**src/rtl/musa_dmem_pkg.sv**
```systemverilog
// Shared definitions for the MUSA data-memory arbiter slice.
//   PRIO_*      priority mode encodings for PRIORITY_MODE
//   CH_*        fixed channel assignments (core, LCD reader)
//   MAX_CH      upper bound on requester count
//   MAX_RD_LAT  upper bound on RAM read latency
//   rd_tag_t    one read-tag pipeline stage {valid, channel index}
package musa_dmem_pkg;

    localparam int unsigned PRIO_RR    = 0;
    localparam int unsigned PRIO_FIXED = 1;
    localparam int unsigned CH_CORE    = 0;
    localparam int unsigned CH_LCD     = 1;
    localparam int unsigned MAX_CH     = 8;
    localparam int unsigned MAX_RD_LAT = 3;
    localparam int unsigned CH_IDX_W   = $clog2(MAX_CH);

    typedef logic [CH_IDX_W-1:0] ch_idx_t;

    typedef struct packed {
        logic    valid;
        ch_idx_t ch;
    } rd_tag_t;

    // True when more than one requester is active this cycle.
    function automatic logic multi_req(input logic [MAX_CH-1:0] req);
        return $countones(req) > 1;
    endfunction

endpackage

```
**src/rtl/musa_rr_arbiter.sv**
```systemverilog
// Request arbiter: turns a request vector into a one-hot grant plus the
// granted index. Owns the round-robin pointer register.
//   clk, rst_n    clock, asynchronous active-low reset
//   req_i         per-channel request
//   gnt_o         one-hot grant (zero when nothing requests)
//   gnt_idx_o     index of the granted channel
//   gnt_valid_o   a grant exists this cycle
module musa_rr_arbiter
    import musa_dmem_pkg::*;
#(
    parameter int unsigned NUM_CH        = 2,
    parameter int unsigned PRIORITY_MODE = PRIO_RR
) (
    input  logic              clk,
    input  logic              rst_n,
    input  logic [NUM_CH-1:0] req_i,
    output logic [NUM_CH-1:0] gnt_o,
    output ch_idx_t           gnt_idx_o,
    output logic              gnt_valid_o
);

    ch_idx_t ptr_q, ptr_d;

    // Search starts at the pointer (RR) or at index 0 (fixed); the first
    // asserted request encountered wins.
    always_comb begin
        int unsigned cand;
        gnt_o       = '0;
        gnt_idx_o   = '0;
        gnt_valid_o = 1'b0;
        cand        = 0;
        for (int unsigned i = 0; i < NUM_CH; i++) begin
            if (PRIORITY_MODE == PRIO_FIXED) begin
                cand = i;
            end else begin
                cand = 32'(ptr_q) + i;
                if (cand >= NUM_CH) cand = cand - NUM_CH;
            end
            if (!gnt_valid_o && req_i[cand]) begin
                gnt_o[cand] = 1'b1;
                gnt_idx_o   = ch_idx_t'(cand);
                gnt_valid_o = 1'b1;
            end
        end
    end

    always_comb begin
        ptr_d = ptr_q;
        if (PRIORITY_MODE == PRIO_RR && gnt_valid_o) begin
            ptr_d = (32'(gnt_idx_o) == NUM_CH - 1) ? '0 : gnt_idx_o + 1'b1;
        end
    end

    always_ff @(posedge clk or negedge rst_n) begin
        if (!rst_n) ptr_q <= '0;
        else        ptr_q <= ptr_d;
    end

endmodule

```
**src/rtl/musa_dmem_arbiter.sv**
```systemverilog
// Multi-channel arbiter for the MUSA data memory port. Grants one requester
// per cycle, drives the synchronous RAM and tags reads through the RAM
// latency so read data comes back with a per-channel valid.
//   clk, rst_n       clock, asynchronous active-low reset
//   req_i/we_i       per-channel request and write(1)/read(0)
//   addr_i/wdata_i   per-channel address/data, ch k at [k*W +: W]
//   gnt_o            one-hot grant, same cycle as request
//   rvalid_o/rdata_o read-data valid for owning channel, RAM data passthrough
//   mem_*_o, mem_q_i RAM interface
//   conflict_o       saturating count of cycles with more than one request
module musa_dmem_arbiter
    import musa_dmem_pkg::*;
#(
    parameter int unsigned ADDR_WIDTH    = 8,
    parameter int unsigned DATA_WIDTH    = 32,
    parameter int unsigned NUM_CH        = 2,
    parameter int unsigned RD_LATENCY    = 1,
    parameter int unsigned PRIORITY_MODE = PRIO_RR
) (
    input  logic                         clk,
    input  logic                         rst_n,
    input  logic [NUM_CH-1:0]            req_i,
    input  logic [NUM_CH-1:0]            we_i,
    input  logic [NUM_CH*ADDR_WIDTH-1:0] addr_i,
    input  logic [NUM_CH*DATA_WIDTH-1:0] wdata_i,
    output logic [NUM_CH-1:0]            gnt_o,
    output logic [NUM_CH-1:0]            rvalid_o,
    output logic [DATA_WIDTH-1:0]        rdata_o,
    output logic [ADDR_WIDTH-1:0]        mem_addr_o,
    output logic [DATA_WIDTH-1:0]        mem_wdata_o,
    output logic                         mem_wren_o,
    output logic                         mem_rden_o,
    input  logic [DATA_WIDTH-1:0]        mem_q_i,
    output logic [15:0]                  conflict_o
);

    logic [NUM_CH-1:0] gnt;
    ch_idx_t           gnt_idx;
    logic              gnt_valid;
    rd_tag_t           tag_d;
    rd_tag_t           tag_q [RD_LATENCY];
    logic [15:0]       conflict_q, conflict_d;

    musa_rr_arbiter #(
        .NUM_CH        (NUM_CH),
        .PRIORITY_MODE (PRIORITY_MODE)
    ) u_arb (
        .clk         (clk),
        .rst_n       (rst_n),
        .req_i       (req_i),
        .gnt_o       (gnt),
        .gnt_idx_o   (gnt_idx),
        .gnt_valid_o (gnt_valid)
    );

    assign gnt_o = gnt;

    // Grant is one-hot, so at most one slice is selected.
    always_comb begin
        mem_addr_o  = '0;
        mem_wdata_o = '0;
        mem_wren_o  = 1'b0;
        mem_rden_o  = 1'b0;
        for (int unsigned i = 0; i < NUM_CH; i++) begin
            if (gnt[i]) begin
                mem_addr_o  = addr_i[i*ADDR_WIDTH +: ADDR_WIDTH];
                mem_wdata_o = wdata_i[i*DATA_WIDTH +: DATA_WIDTH];
                mem_wren_o  = we_i[i];
                mem_rden_o  = ~we_i[i];
            end
        end
    end

    always_comb begin
        tag_d.valid = gnt_valid & mem_rden_o;
        tag_d.ch    = gnt_idx;
    end

    always_comb begin
        conflict_d = conflict_q;
        if (multi_req(MAX_CH'(req_i)) && conflict_q != '1) begin
            conflict_d = conflict_q + 16'd1;
        end
    end

    always_ff @(posedge clk or negedge rst_n) begin
        if (!rst_n) begin
            for (int unsigned i = 0; i < RD_LATENCY; i++) tag_q[i] <= '0;
            conflict_q <= '0;
        end else begin
            tag_q[0] <= tag_d;
            for (int unsigned i = 1; i < RD_LATENCY; i++) tag_q[i] <= tag_q[i-1];
            conflict_q <= conflict_d;
        end
    end

    always_comb begin
        rvalid_o = '0;
        for (int unsigned i = 0; i < NUM_CH; i++) begin
            rvalid_o[i] = tag_q[RD_LATENCY-1].valid && (32'(tag_q[RD_LATENCY-1].ch) == i);
        end
    end

    assign rdata_o    = mem_q_i;
    assign conflict_o = conflict_q;

endmodule

```
**config.mk**
```make
export PLATFORM = sky130hd
export DESIGN_NAME = musa_dmem_arbiter
export DESIGN_NICKNAME = d
export VERILOG_FILES = /design/src/rtl/musa_dmem_pkg.sv /design/src/rtl/musa_rr_arbiter.sv /design/src/rtl/musa_dmem_arbiter.sv
export SDC_FILE = /design/constraint.sdc
export NUM_CORES = 1
export LEC_CHECK = 0
export CORE_ASPECT_RATIO = 0.9
export CORE_MARGIN = 2
export CORE_UTILIZATION = 31
export CTS_CLUSTER_SIZE = 10
export DETAILED_ROUTE_END_ITERATION = 10
export HOLD_SLACK_MARGIN = 0.05
export PLACE_DENSITY = 0.87
export SYNTH_ARGS = -nofsm -noshare
export SYNTH_HDL_FRONTEND = slang
export SYNTH_SLANG_ARGS = --single-unit
```
**constraint.sdc**
```tcl
create_clock -name clk -period 4.25 [get_ports clk]
set_clock_uncertainty 0.1 [all_clocks]
set_input_delay 0.85 -clock clk [delete_from_list [all_inputs] [get_ports clk]]
set_output_delay 0.85 -clock clk [all_outputs]
set_load 0.1 [all_outputs]
```
## After elaboration in Yosys (flattened, before gate mapping)

Cells that the tools add are included.
Widths: inputs -> output; s select.

- Add/sub/neg operators: 6
- $lt $le $gt $ge: 7
- Equality and inequality tests: 3
- Multiplexer cells: 25
- Bitwise operators: 4
- Reductions and logical operators: 8

Operators with widths:

| cell | count |
|---|---|
| $mux 32 | 4 |
| $ge 32x1->1 const B | 2 |
| $lt 32x2->1 const B | 2 |
| $ge 32x2->1 const B | 1 |
| $sub 32x2->32 const B | 1 |
| $add 16x1->16 const B | 1 |
| $mux 8 | 2 |
| $ne 16x16->1 const B | 1 |
| $mux 1 | 12 |
| $mux 3 | 3 |
| $eq 3x1->1 const B | 2 |
| $logic_and 1x1->1 | 6 |
| $add 3x1->4 const B | 1 |
| $mux 2 | 2 |
| $sub 3x2->4 const B | 1 |
| $add 3x1->3 const B | 1 |
| $ge 3x2->1 const B | 1 |
| $logic_not 3->1 | 1 |
| $add 1x1->2 | 1 |
| $demux 1 s1 | 2 |
| $gt 2x1->1 const B | 1 |
| $not 1->1 | 2 |
| $or 2x2->2 | 1 |
| $and 1x1->1 | 1 |
| $logic_not 1->1 | 1 |

- Register bits after elaboration: 23
- Input port bits: 118

## Logic depth before layout (Yosys ltp)

- Depth after elaboration: 12
- Gate-level depth with buffers: 9
- Depth with buffers taken out: 8

## Hierarchy

A second synthesis with hierarchy kept.

- Cells, all modules: 238
- Area, all modules: 2069.5 µm²

Modules (own cells, without submodules):

| module | instances | cells an instance | area each (µm²) | seq. area each (µm²) |
|---|---|---|---|---|
| musa_dmem_arbiter | 1 | 173 | 1591.5 | 500.5 |
| musa_rr_arbiter | 1 | 65 | 478.0 | 75.1 |

## Worst setup path before layout

OpenSTA, ideal clock, no wires.

- Path type: register to output
- From: register tag_q[0] (netlist name)
- To: output port rvalid_o[0]
- Arrival time: 3.505 ns
- Data required time: 3.300 ns
- Slack: -0.205 ns
- Cell stages (with the launch flop): 2
- Path through: dfrtp_1 > nor4b_1

- Longest elaborated chain between the ends: 2

Ends and longest elaborated chain:

| element | line | source |
|---|---|---|
| start, declared | musa_dmem_arbiter.sv:41 | `rd_tag_t tag_q [RD_LATENCY];` |
| $logic_not 3->1 | musa_dmem_arbiter.sv:100 | `rvalid_o[i] = tag_q[RD_LATENCY-1].valid && (32'(tag_q[RD_LATENCY-1].ch) == i);` |
| $logic_and 1x1->1 | musa_dmem_arbiter.sv:100 |  |
| end, declared | musa_dmem_arbiter.sv:27 | `output logic [NUM_CH-1:0] rvalid_o,` |

Every way passes these cells.

## Worst setup path in the final report

- From: register u_arb.ptr_q[0]
- To: output port mem_wdata_o[13]

- Longest elaborated chain between the ends: 11
- Elaborated cells on any way between the ends: 29

Ends and longest elaborated chain:

| element | line | source |
|---|---|---|
| start, declared | musa_rr_arbiter.sv:22 | `ch_idx_t ptr_q, ptr_d;` |
| start signal, assigned | musa_rr_arbiter.sv:56 | `else ptr_q <= ptr_d;` |
| $add 3x1->4 (tied with other cells) | musa_rr_arbiter.sv:36 | `cand = 32'(ptr_q) + i;` |
| $sub 32x2->32 (tied with other cells) | musa_rr_arbiter.sv:37 | `if (cand >= NUM_CH) cand = cand - NUM_CH;` |
| $mux 32 (tied with other cells) | musa_rr_arbiter.sv:37 |  |
| $ge 32x1->1 (not written as such) (tied with other cells) | musa_rr_arbiter.sv:40 | `gnt_o[cand] = 1'b1;` |
| $logic_and 1x1->1 (not written as such) / $mux 1 (equally long branches) | musa_rr_arbiter.sv:40 |  |
| $mux 1 (not written as such) / $demux 1 s1 (equally long branches) | -- |  |
| $demux 1 s1 / $mux 2 (equally long branches) | -- |  |
| $or 2x2->2 (no source line) | -- |  |
| $mux 2 (*) | musa_rr_arbiter.sv:39 | `if (!gnt_valid_o && req_i[cand]) begin` |
| $mux 32 | musa_dmem_arbiter.sv:65 | `if (gnt[i]) begin` |
| $mux 32 (*) | musa_dmem_arbiter.sv:65 |  |
| end, declared | musa_dmem_arbiter.sv:30 | `output logic [DATA_WIDTH-1:0] mem_wdata_o,` |

Mark *: on every way between the ends. The rest lies on a longest branch, timed or not. The select of a mux whose other input is x is not followed.

==> flow_metrics.env <==
export IMPL_status="finished, final reports clean"
export IMPL_cts_buffer_depth=2
export IMPL_finalCritPeriodShare_pct=92.9
export IMPL_slowest_delay_ns=0.54
export IMPL_clock_sinks=23
export IMPL_layout_common_cells="clkdlybuf4s50_1, buf_12, a22o_1"
export IMPL_start_kind="flop"
export IMPL_clk_transition_reported_paths_ns=0.08
export IMPL_viasPerCell=5.05
export IMPL_tightest_slew_ns=1.00
export IMPL_maxCapViolations=0
export IMPL_die_w_um=88.6
export IMPL_path_buf_inv=2
export IMPL_gr_total_overflow=0
export IMPL_slew_headroom_pct=32.8
export IMPL_postCtsSetupRepairBufs=0
export IMPL_cts_root_buf="clkbuf_8"
export IMPL_min_path_type="flop to flop"
export IMPL_finalNetCount=430
export IMPL_hold_start="conflict_o[12]"
export IMPL_crit_chain="ha_1, a21boi_2, a21oi_2, a211o_2, nor3_2, o21ai_2, clkinv_2, a22o_1, buf_12"
export IMPL_fmax_ghz=0.253
export IMPL_ir_drop_uv=472
export IMPL_hold_violations=0
export IMPL_critPathTopFamily="compound AO/OA/AOI/OAI gates"
export IMPL_ys_seq_elements=23
export IMPL_cts_tree="yes"
export IMPL_ff_latch_area_um2=576
export IMPL_antenna_cells=0
export IMPL_io_pins=212
export IMPL_grt_max_degree=43
export IMPL_ant_nets=0
export IMPL_drv_slew=0
export IMPL_place_congestion=0.815
export IMPL_ys_flop_type="dfrtp_1"
export IMPL_multi_input_area_um2=1030
export IMPL_pre_cts_ws_ns=0.330
export IMPL_dieArea_um2=7100
export IMPL_crit_required_ns=3.30
export IMPL_drive_above_1_share_pct=22.1
export IMPL_hold_path_depth=1
export IMPL_firstDrtPassIters=4
export IMPL_p_leak_nw=1.47
export IMPL_crit_path_max_fanout=42
export IMPL_post_dp_hpwl_um=5500
export IMPL_reg2reg_slack_ns=1.79
export IMPL_r2r_end="u_arb.ptr_q[1]"
export IMPL_cts_hold_buffers=0
export IMPL_vias=1989
export IMPL_synth_edf_count=0
export IMPL_async_flop_share_pct=100
export IMPL_wire_per_inst_um=16.7
export IMPL_routed_wl_um=6570
export IMPL_p_comb_share_pct=81.2
export IMPL_cp_end_kind="primary output"
export IMPL_setup_tns_final_ns=0
export IMPL_p_int_mw=1.01
export IMPL_ys_warn_count=0
export IMPL_post_route_util_pct=59.7
export IMPL_worstSkewPairLatency_ns=0.27
export IMPL_swShare_pct=59.1
export IMPL_first_global_vias=1913
export IMPL_crit_path_top_delay_cell="dfrtp_1"
export IMPL_start_util_pct=32.3
export IMPL_dp_cells=390
export IMPL_avgSynthCellArea_um2=9.98
export IMPL_cp_arrival_ns=3.00
export IMPL_fin_ws_ns=0.301
export IMPL_synth_cell_types=45
export IMPL_synth_cells=200
export IMPL_rows=27
export IMPL_drc_errors=0
export IMPL_instances_no_fill=394
export IMPL_n_fill_cell=499
export IMPL_period_needed_ns=3.95
export IMPL_p_per_area_nw_per_um2=669
export IMPL_cts_max_level=1
export IMPL_grt_total_usage_pct=16.9
export IMPL_seq_power_share_pct=13.2
export IMPL_port_buffers=147
export IMPL_grt_first_pass_wirelength_um=9490
export IMPL_power_mw=2.47
export IMPL_reg2reg_depth=6
export IMPL_r2r_start="u_arb.ptr_q[0]"
export IMPL_cts_buffers=3
export IMPL_min_to="conflict_o[12]"
export IMPL_coreArea_um2=6180
export IMPL_cts_resized=0
export IMPL_switchingPower_mw=1.46
export IMPL_pwr_share_clk_pct=5.5
export IMPL_path_class="flop to primary output"
export IMPL_fp_dieH_um=80.1
export IMPL_ys_seq_area_share_pct=28.8
export IMPL_antenna_found_initial=0
export IMPL_final_common_cell="clkdlybuf4s50_1"
export IMPL_syn_area_um2=2000
export IMPL_grt_setup_unrepaired="no"
export IMPL_area_growth_pct=85.0
export IMPL_drtIter0Drc=27
export IMPL_syn_num_nets=322
export IMPL_setup_viol=0
==> state kept, by name (all words and copies together), names as in the netlist <==
signal / count
conflict_o: 16
tag_q: 4
u_arb.ptr_q: 3
==> power by group through the flow <==
stage	clock [mW]	combinational [mW]	sequential (mW)
CTS	0.138	2.02	0.327
finish	0.137	2.01	0.327
floorplan	0	1.33	0.507
global route	0.147	2.07	0.335
global placement	0	1.99	0.326
detailed placement	0	2.02	0.330
==> kinds of logic after synthesis <==
kind of cell	count (synthesis)	synth area share [%]
multiplexers	2	1.13
AO/OA/AOI/OAI	65	29.7
AND/OR/NAND/NOR	42	12.7
buffers and inverters	52	19.9
XOR/XNOR	12	5.27
flip-flops	23	28.8
adder cells (fa/ha/maj)	4	2.51
==> through the flow <==
stage          hold slack (ns)  instance area, um2
4_1_cts                  0.419                3690
2_1_floorplan            0.452                2000
3_3_place_gp             0.381                3650
3_5_place_dp             0.406                3650
5_1_grt                  0.438                3690
6_report                 0.423                3690
==> cell type report <==
cell class	instances	share of cell area [%]
flip-flops and latches	23	15.6
clock buffers	3	1.12
repair buffers	147	51.4
well taps	87	2.95
inverters	8	0.915
clock inverters	1	0.136
multi-input cells	125	27.9
==> layer usage <==
metal / part of all wire, % / wire length [um] / global-route usage (%) / up-vias
li1: - / - / - / 931
met1: 36 / 2400 / 18.9 / 947
met3: 8.4 / 551 / 4.62 / 8
met2: 54 / 3560 / 32.0 / 103
met5: 0 / 0 / 0 / -
met4: 0.97 / 64 / 2.88 / 0
==> cells in the mapped netlist, drive strengths merged (3+ instances only) <==
cell type | n | area (um2)
a21oi | 4 | 27.5
xnor2 | 11 | 96.3
inv | 7 | 28.8
o21a | 3 | 22.5
a22o | 41 | 359
nor3 | 5 | 40.0
dfrtp | 23 | 576
nor2 | 8 | 30.0
buf | 44 | 364
nand4 | 6 | 37.5
o21ai | 4 | 27.5
nand2 | 5 | 18.8
ha | 4 | 50.1
nand3 | 9 | 50.1
==> worst max path at each step <==
stage	startpoint	end	slack (ns)	depth (start not counted)
floorplan	tag_q[2]	rvalid_o[1]	0.02	1
global placement	req_i[0]	mem_wdata_o[17]	0.41	6
detailed placement	req_i[0]	mem_wdata_o[2]	0.33	6
CTS	u_arb.ptr_q[0]	mem_wdata_o[2]	0.31	9
global route	u_arb.ptr_q[0]	mem_wdata_o[2]	0.08	9
finish	u_arb.ptr_q[0]	mem_wdata_o[13]	0.30	9
Note: power is estimated with default switching activity, not from simulation.
